### src/rtl/seq_shift_add_multiplier.sv
// Sequential unsigned shift-and-add multiplier: N add/shift steps per request,
// result held in product until the next multiply completes.
module seq_shift_add_multiplier #(
  parameter int N = 4
) (
  input  logic             clk,
  input  logic             rst_n,
  input  logic             start,
  input  logic [N-1:0]     a_in,
  input  logic [N-1:0]     b_in,
  output logic [2*N-1:0]   product,
  output logic             busy,
  output logic             done,
  output logic             bin2BCD_start_en
);

  localparam int CNT_W = (N > 1) ? $clog2(N) : 1;
  localparam logic [CNT_W-1:0] LAST_STEP = CNT_W'(N - 1);

  typedef enum logic [1:0] {
    IDLE = 2'd0,
    CALC = 2'd1,
    DONE = 2'd2
  } state_t;

  state_t             state_reg;
  logic               start_d;
  logic [N-1:0]       mcand_reg;
  logic [N-1:0]       mplier_reg;
  logic [2*N:0]       acc_reg;
  logic [2*N:0]       acc_next;
  logic [CNT_W-1:0]   cnt_reg;
  logic [N-1:0]       addend;
  logic [N:0]         sum;
  logic               request;

  // Partial product for this step: multiplicand gated by the current multiplier LSB.
  generate
    for (genvar gi = 0; gi < N; gi++) begin : g_addend
      assign addend[gi] = mcand_reg[gi] & mplier_reg[0];
    end
  endgenerate

  // Carry of the add lands in the top accumulator bit and is shifted down with the rest.
  always_comb begin
    sum      = {acc_reg[2*N], acc_reg[2*N-1:N]} + {1'b0, addend};
    acc_next = {sum, acc_reg[N-1:0]} >> 1;
  end

  assign request = start & ~start_d;

  always_ff @(posedge clk or negedge rst_n) begin
    if (!rst_n) begin
      state_reg        <= IDLE;
      start_d          <= 1'b0;
      mcand_reg        <= '0;
      mplier_reg       <= '0;
      acc_reg          <= '0;
      cnt_reg          <= '0;
      product          <= '0;
      busy             <= 1'b0;
      done             <= 1'b0;
      bin2BCD_start_en <= 1'b0;
    end else begin
      start_d <= start;
      done    <= 1'b0;
      case (state_reg)
        IDLE: begin
          if (request) begin
            mcand_reg        <= a_in;
            mplier_reg       <= b_in;
            acc_reg          <= '0;
            cnt_reg          <= '0;
            bin2BCD_start_en <= 1'b0;
            busy             <= 1'b1;
            state_reg        <= CALC;
          end
        end
        CALC: begin
          acc_reg    <= acc_next;
          mplier_reg <= mplier_reg >> 1;
          cnt_reg    <= cnt_reg + 1'b1;
          // Fixed-length loop: no early exit, so latency is independent of operands.
          if (cnt_reg == LAST_STEP) begin
            product          <= acc_next[2*N-1:0];
            done             <= 1'b1;
            bin2BCD_start_en <= 1'b1;
            state_reg        <= DONE;
          end
        end
        DONE: begin
          busy      <= 1'b0;
          state_reg <= IDLE;
        end
        default: begin
          busy      <= 1'b0;
          state_reg <= IDLE;
        end
      endcase
    end
  end

endmodule

### config.mk
export PLATFORM = sky130hd
export DESIGN_NAME = seq_shift_add_multiplier
export DESIGN_NICKNAME = d
export VERILOG_FILES = /design/src/rtl/seq_shift_add_multiplier.sv
export SDC_FILE = /design/constraint.sdc
export NUM_CORES = 1
export LEC_CHECK = 0
export ABC_AREA = 1
export ABC_CLOCK_PERIOD_IN_PS = 1750
export CAP_MARGIN = 20
export CORE_MARGIN = 1
export CORE_UTILIZATION = 35
export DETAILED_ROUTE_END_ITERATION = 6
export GPL_ROUTABILITY_DRIVEN = 0
export GPL_TIMING_DRIVEN = 0
export PLACE_DENSITY_LB_ADDON = 0.25
export SLEW_MARGIN = 20
export SYNTH_ARGS = -nofsm -noshare
export SYNTH_HDL_FRONTEND = slang
export SYNTH_SLANG_ARGS = --single-unit
### constraint.sdc
create_clock -name clk -period 1.75 [get_ports clk]
set_clock_uncertainty 0.15 [all_clocks]
set_input_delay 0.35 -clock clk [delete_from_list [all_inputs] [get_ports clk]]
set_output_delay 0.35 -clock clk [all_outputs]
set_load 0.02 [all_outputs]
## Word level (Yosys, flattened, before mapping)

Cells that the tools add are included.

- Add/subtract/negate cells: 2
- Equal/unequal tests: 4
- Multiplexer cells: 16
- Bitwise gates (word level): 7
- Reductions and logical operators: 8

Operator list:

| cell | count |
|---|---|
| case mux 9 bit (2 select lines) | 1 |
| AND reduction 2 bit | 5 |
| 2-to-1 mux 9 bit | 1 |
| case mux 2 bit (2 select lines) | 2 |
| case mux 4 bit (2 select lines) | 1 |
| 2-to-1 mux 2 bit | 3 |
| adder 5 x 4 -> 5 bit | 1 |
| AND 1 bit | 5 |
| 2-to-1 mux 1 bit | 5 |
| 2-to-1 mux 4 bit | 1 |
| inequality test 2 bit, second input constant | 2 |
| case mux 1 bit (2 select lines) | 2 |
| AND reduction 3 bit | 1 |
| adder 2 x 1 -> 2 bit, second input constant | 1 |
| == test 2 x 1 -> 1 bit, second input constant | 1 |
| == test 2 bit, second input constant | 1 |
| zero test 2 bit | 1 |
| inverter 1 bit | 2 |
| nonzero test 2 bit | 1 |

- Bits in registers: 33
- Bits of input ports: 11

## Depth between registers and ports, before layout

Gate-level depths: netlist of run 1.

- Depth after elaboration: 4
- Gate-level depth with buffers: 8

## Least setup slack after synthesis of run 1

No wires, ideal clock.

- Path type: flip-flop to flip-flop
- From: reg mplier_reg[0]
- To: reg product[5]
- Arrival time: 1.325 ns
- Required time: 1.473 ns
- Setup slack: 0.148 ns
- Cell stages (with the launch flop): 7
- Path through: dfrtp_1 nand2_1 inv_1 ha_1 fa_1 xnor2_1 o21ai_0

- Cells in the longest elaborated chain, start to end: 2
- Elaborated cells on any way between the ends: 4

RTL lines:

| item | RTL line | text |
|---|---|---|
| start: declaration | 29 | `logic [N-1:0] mplier_reg;` |
| start signal: assignment | 71 | `mplier_reg <= b_in;` |
| start signal: assignment | 81 | `mplier_reg <= mplier_reg >> 1;` |
| AND 1 bit | 40 | `assign addend[gi] = mcand_reg[gi] & mplier_reg[0];` |
| adder 5 x 4 -> 5 bit * | 46 | `sum = {acc_reg[2*N], acc_reg[2*N-1:N]} + {1'b0, addend};` |
| end signal: assignment | 85 | `product <= acc_next[2*N-1:0];` |
| end: declaration | 11 | `output logic [2*N-1:0] product,` |

Every way passes the cells marked *; elsewhere a longest branch is shown, timed or not.
A chain may end at the register's enable or synchronous reset.

## Worst setup path in the final report of run 1

- From: reg done
- To: out done

RTL lines:

| item | RTL line | text |
|---|---|---|
| start: declaration | 13 | `output logic done,` |
| start signal: assignment | 62 | `done <= 1'b0;` |
| start signal: assignment | 66 | `done <= 1'b0;` |
| start signal: assignment | 86 | `done <= 1'b1;` |

No word-level cell between the ends.

==> metrics.md, run 1 <==
| Metric | Value |
|---|---|
| Run status | completed |
| GR Util met1 | 19.2% |
| RSZ-0062 raised after global routing | true |
| # diodes | 0 |
| Total number of yosys warnings | 0 |
| Global-route wire length before repair | 4660 um |
| Die Span Y | 65.7 um |
| TritonCTS clock tree | yes |
| Via count | 1062 |
| Vias per Instance | ~4.6 |
| Combinational Power Share | a little over 40% |
| Post-Place Worst Slack | -0.0239 ns |
| CP Class | reg -> out |
| Clock Power Share | 23.2% |
| Row cnt | 22 |
| Post-route ant nets | 0 |
| CTS Sinks | 31 |
| Clk slew on worst S/H paths | about 0.070 ns |
| Smallest hold slack | roughly 0.32 ns |
| Buffers added on ports | 21 |
| Crit path time final | 1.70 ns |
| Largest register FFs | 8 |
| Synth area leaders | dfrtp_1, nand2_1, inv_1 |
| Peak VDD IR | 0.675 mV |
| Root Buffer | clkbuf_8 |
| Mapped Nets | approximately 170 |
| Switch share | between 30% and 40% |
| Worst Slack Setup Final | 0.0530 ns |
| Crit-path cells | clkdlybuf4s50_1 |
| WP data required | 1.25 ns |
| Core area | 3770 um2 |
| Die width | 65.7 um |
| TNS Setup | 0 ns |
| Power Density | 1700 nW/um2 |
| Top cell type's share of synthesized area | 54.6% |
| DP HPWL | 1810 um |
| Largest net degree at the start of global routing | 32 |
| H-tree levels | 2 |
| Psw | 1.17 mW |
| Critical Path Source Type | flop |
| MaxCap Viol Count | 0 |
| Skew-Pair Late Insertion Delay | 0.28 ns |
| Drt wl/cell | between 10 and 15 um |
| Cts bufs inserted | 5 |
| Gr busiest metal | met2 |
| DRT iter0 DRCs | 40 |
| Initial antenna violation count | 0 |
| Share of cells above drive strength 1 | between 10% and 20% |
| Critical Path Start | done |
| Worst-path fanout max | 1 |
| Vias in the first global route | 985 |
| Critical Path End Type | output pin |
| Final nets | 200 |
| Cell family with most CP delay | buffers and inverters |
| P_leak | about 1.1 nW |
| Met3 Track Usage GR | about 4.2% |
| Synth Instances | 152 |
| Hold Path Class | reg -> reg |
| Fin. max-slew vios | 0 |
| Placed standard-cell area | 1690 um2 |
| Final total power | 3.16 mW |
| Crit path buf inv count | 1 |
| Fmax | 589 MHz |
| Grt met2 use | 20.7% |
| Yosys top cell by area | dfrtp_1 |
| Final Hold Fails | 0 |
| Crit path DAT | 1.20 ns |
| Synth-to-layout area growth | 31.2% |
| Hold Path Origin | product[7] |
| Largest stage delay on the critical path | 0.59 ns |
| Synthesized area | about 1400 um2 |
| Part of the cycle the worst path needs | 97.0% |
| Overflow after GRT | 0 |
| Final WL | 2570 um |
| Tot GR Track Use | 14.5% |
| Cell area after layout | around 1900 um2 |
| Initial DRT Pass Iterations | 4 |
| Internal Power | roughly 2.0 mW |
| Flops & latches, synth | 31 |
| Number of remaining DRC errors | 0 |
| Worst slew pin tran | slightly below 0.7 ns |
| Synth cell types | 19 |
| Ports | 22 |
| Average size of a mapped cell | ~9.4 um2 |
| Worst r2r src | mplier_reg[0] |
| Reg power frac | 35.3% |
| Clk buf depth | 2 |
| Worst slew margin | 54.9% |
| Starting Density | 37.7% |
| Die ar. | 4320 um2 |
| Slowest stage cell, crit path | clkdlybuf4s50_1 |
| Setup-failing EPs final | 0 |
| Seq/Total Area, Yosys | 54.6% |
tightest hold or removal path: stages (launching register included):
cell and delay, ns:
dfrtp_1 0.34, nand2_1 0.05, nand2_1 0.05
power groups by stage:
| stage | clock network [mW] | logic, mW | registers [mW] |
|---|---|---|---|
| 5_1_grt | 0.790 | 1.48 | 1.15 |
| 3_3_place_gp | 0 | 1.25 | 1.12 |
| 4_1_cts | 0.744 | 1.30 | 1.12 |
| 6_report | 0.734 | 1.31 | 1.12 |
| 3_5_place_dp | 0 | 1.28 | 1.13 |
| 2_1_floorplan | 0 | 0.797 | 1.21 |
kinds of logic after synthesis:
family / synth area share (%)
AND/OR/NAND/NOR: 20.8
flip-flops: 54.6
buffers and inverters: 9.24
AO/OA/AOI/OAI: 8.98
adder cells (fa/ha/maj): 5.81
XOR/XNOR: 0.616
synth_stat cells (all sizes together):
master and instances:
o22ai 3, o21ai 15, ha 5, inv 21, a21oi 3, xnor2 1
nand2 52, dfrtp 31, buf 4, nor2 4, fa 1, nand3 12
per-layer routing:
metal	vias to the layer above	part of all wire (%)	routed length, um
met5	-	0	0
met1	484	50	1300
met4	0	2.1	53
met2	30	43	1100
met3	9	4.7	122
li1	539	-	-
path summary, 6_finish.rpt:
| path | endpoint | slack (ns) | cells past startpoint |
|---|---|---|---|
| max | done | 0.05 | 1 |
| min | product[7] | 0.32 | 2 |
| max reg2reg | product[5] | 0.06 | 6 |
| min reg2reg | product[7] | 0.32 | 2 |
| max in group asynchronous | cnt_reg[0] | 0.52 | 2 |
| min in group asynchronous | product[3] | 0.49 | 2 |
metrics by stage:
stage                     std cells  utilization [%]
after global routing            232             49.4
after global placement          221             44.9
final                           232             49.4
after floorplan                 152                -
after detailed placement        221             44.7
after CTS                       230             48.3
layout by cell type (no fill, tap or decap), drive strengths merged:
cell / count
nand3: 12
nand2: 52
clkdlybuf4s50: 10
nor2: 4
clkinv: 1
bufinv: 1
clkbuf: 6
xnor2: 1
o22ai: 3
a21oi: 3
dlymetal6s2s: 10
inv: 21
o21ai: 15
dfrtp: 31
dlygate4sd3: 1
buf: 7
ha: 5
fa: 1
final cells by class:
| class | instances | area, um2 |
|---|---|---|
| buffer | 4 | 52.6 |
| clock buffer | 6 | 82.6 |
| clock inverter | 2 | 35.0 |
| fill | 345 | 1910 |
| inverter | 21 | 78.8 |
| multi-input combinational | 96 | 524 |
| sequential | 31 | 776 |
| tap | 48 | 60.1 |
| timing repair buffer | 24 | 255 |
timing repair:
item,CTS,global route
hold endpoints to repair,31,0
buffers inserted,0,2
hold buffers,1,0
gates resized for setup,1,11
pin swaps,0,2
endpoints found under the setup margin,2,14
Power figures use the tool's default switching activity.
==> run 2, diff against run 1 <==
--- a/config.mk
+++ b/config.mk
@@ -7,14 +7,14 @@
 export LEC_CHECK = 0
 export ABC_AREA = 1
 export ABC_CLOCK_PERIOD_IN_PS = 1750
-export CAP_MARGIN = 20
+export CAP_MARGIN = 25
 export CORE_MARGIN = 1
 export CORE_UTILIZATION = 35
 export DETAILED_ROUTE_END_ITERATION = 6
 export GPL_ROUTABILITY_DRIVEN = 0
 export GPL_TIMING_DRIVEN = 0
 export PLACE_DENSITY_LB_ADDON = 0.25
-export SLEW_MARGIN = 20
+export SLEW_MARGIN = 15
 export SYNTH_ARGS = -nofsm -noshare
 export SYNTH_HDL_FRONTEND = slang
 export SYNTH_SLANG_ARGS = --single-unit
==> results of run 2 <==
No change in the layout: final DEF, timing and power equal those of run 1.
==> run 3, diff against run 2 <==
--- a/config.mk
+++ b/config.mk
@@ -11,7 +11,6 @@
 export CORE_MARGIN = 1
 export CORE_UTILIZATION = 35
 export DETAILED_ROUTE_END_ITERATION = 6
-export GPL_ROUTABILITY_DRIVEN = 0
 export GPL_TIMING_DRIVEN = 0
 export PLACE_DENSITY_LB_ADDON = 0.25
 export SLEW_MARGIN = 15
==> results of run 3 <==
No change in the layout: final DEF, timing and power equal those of run 1.
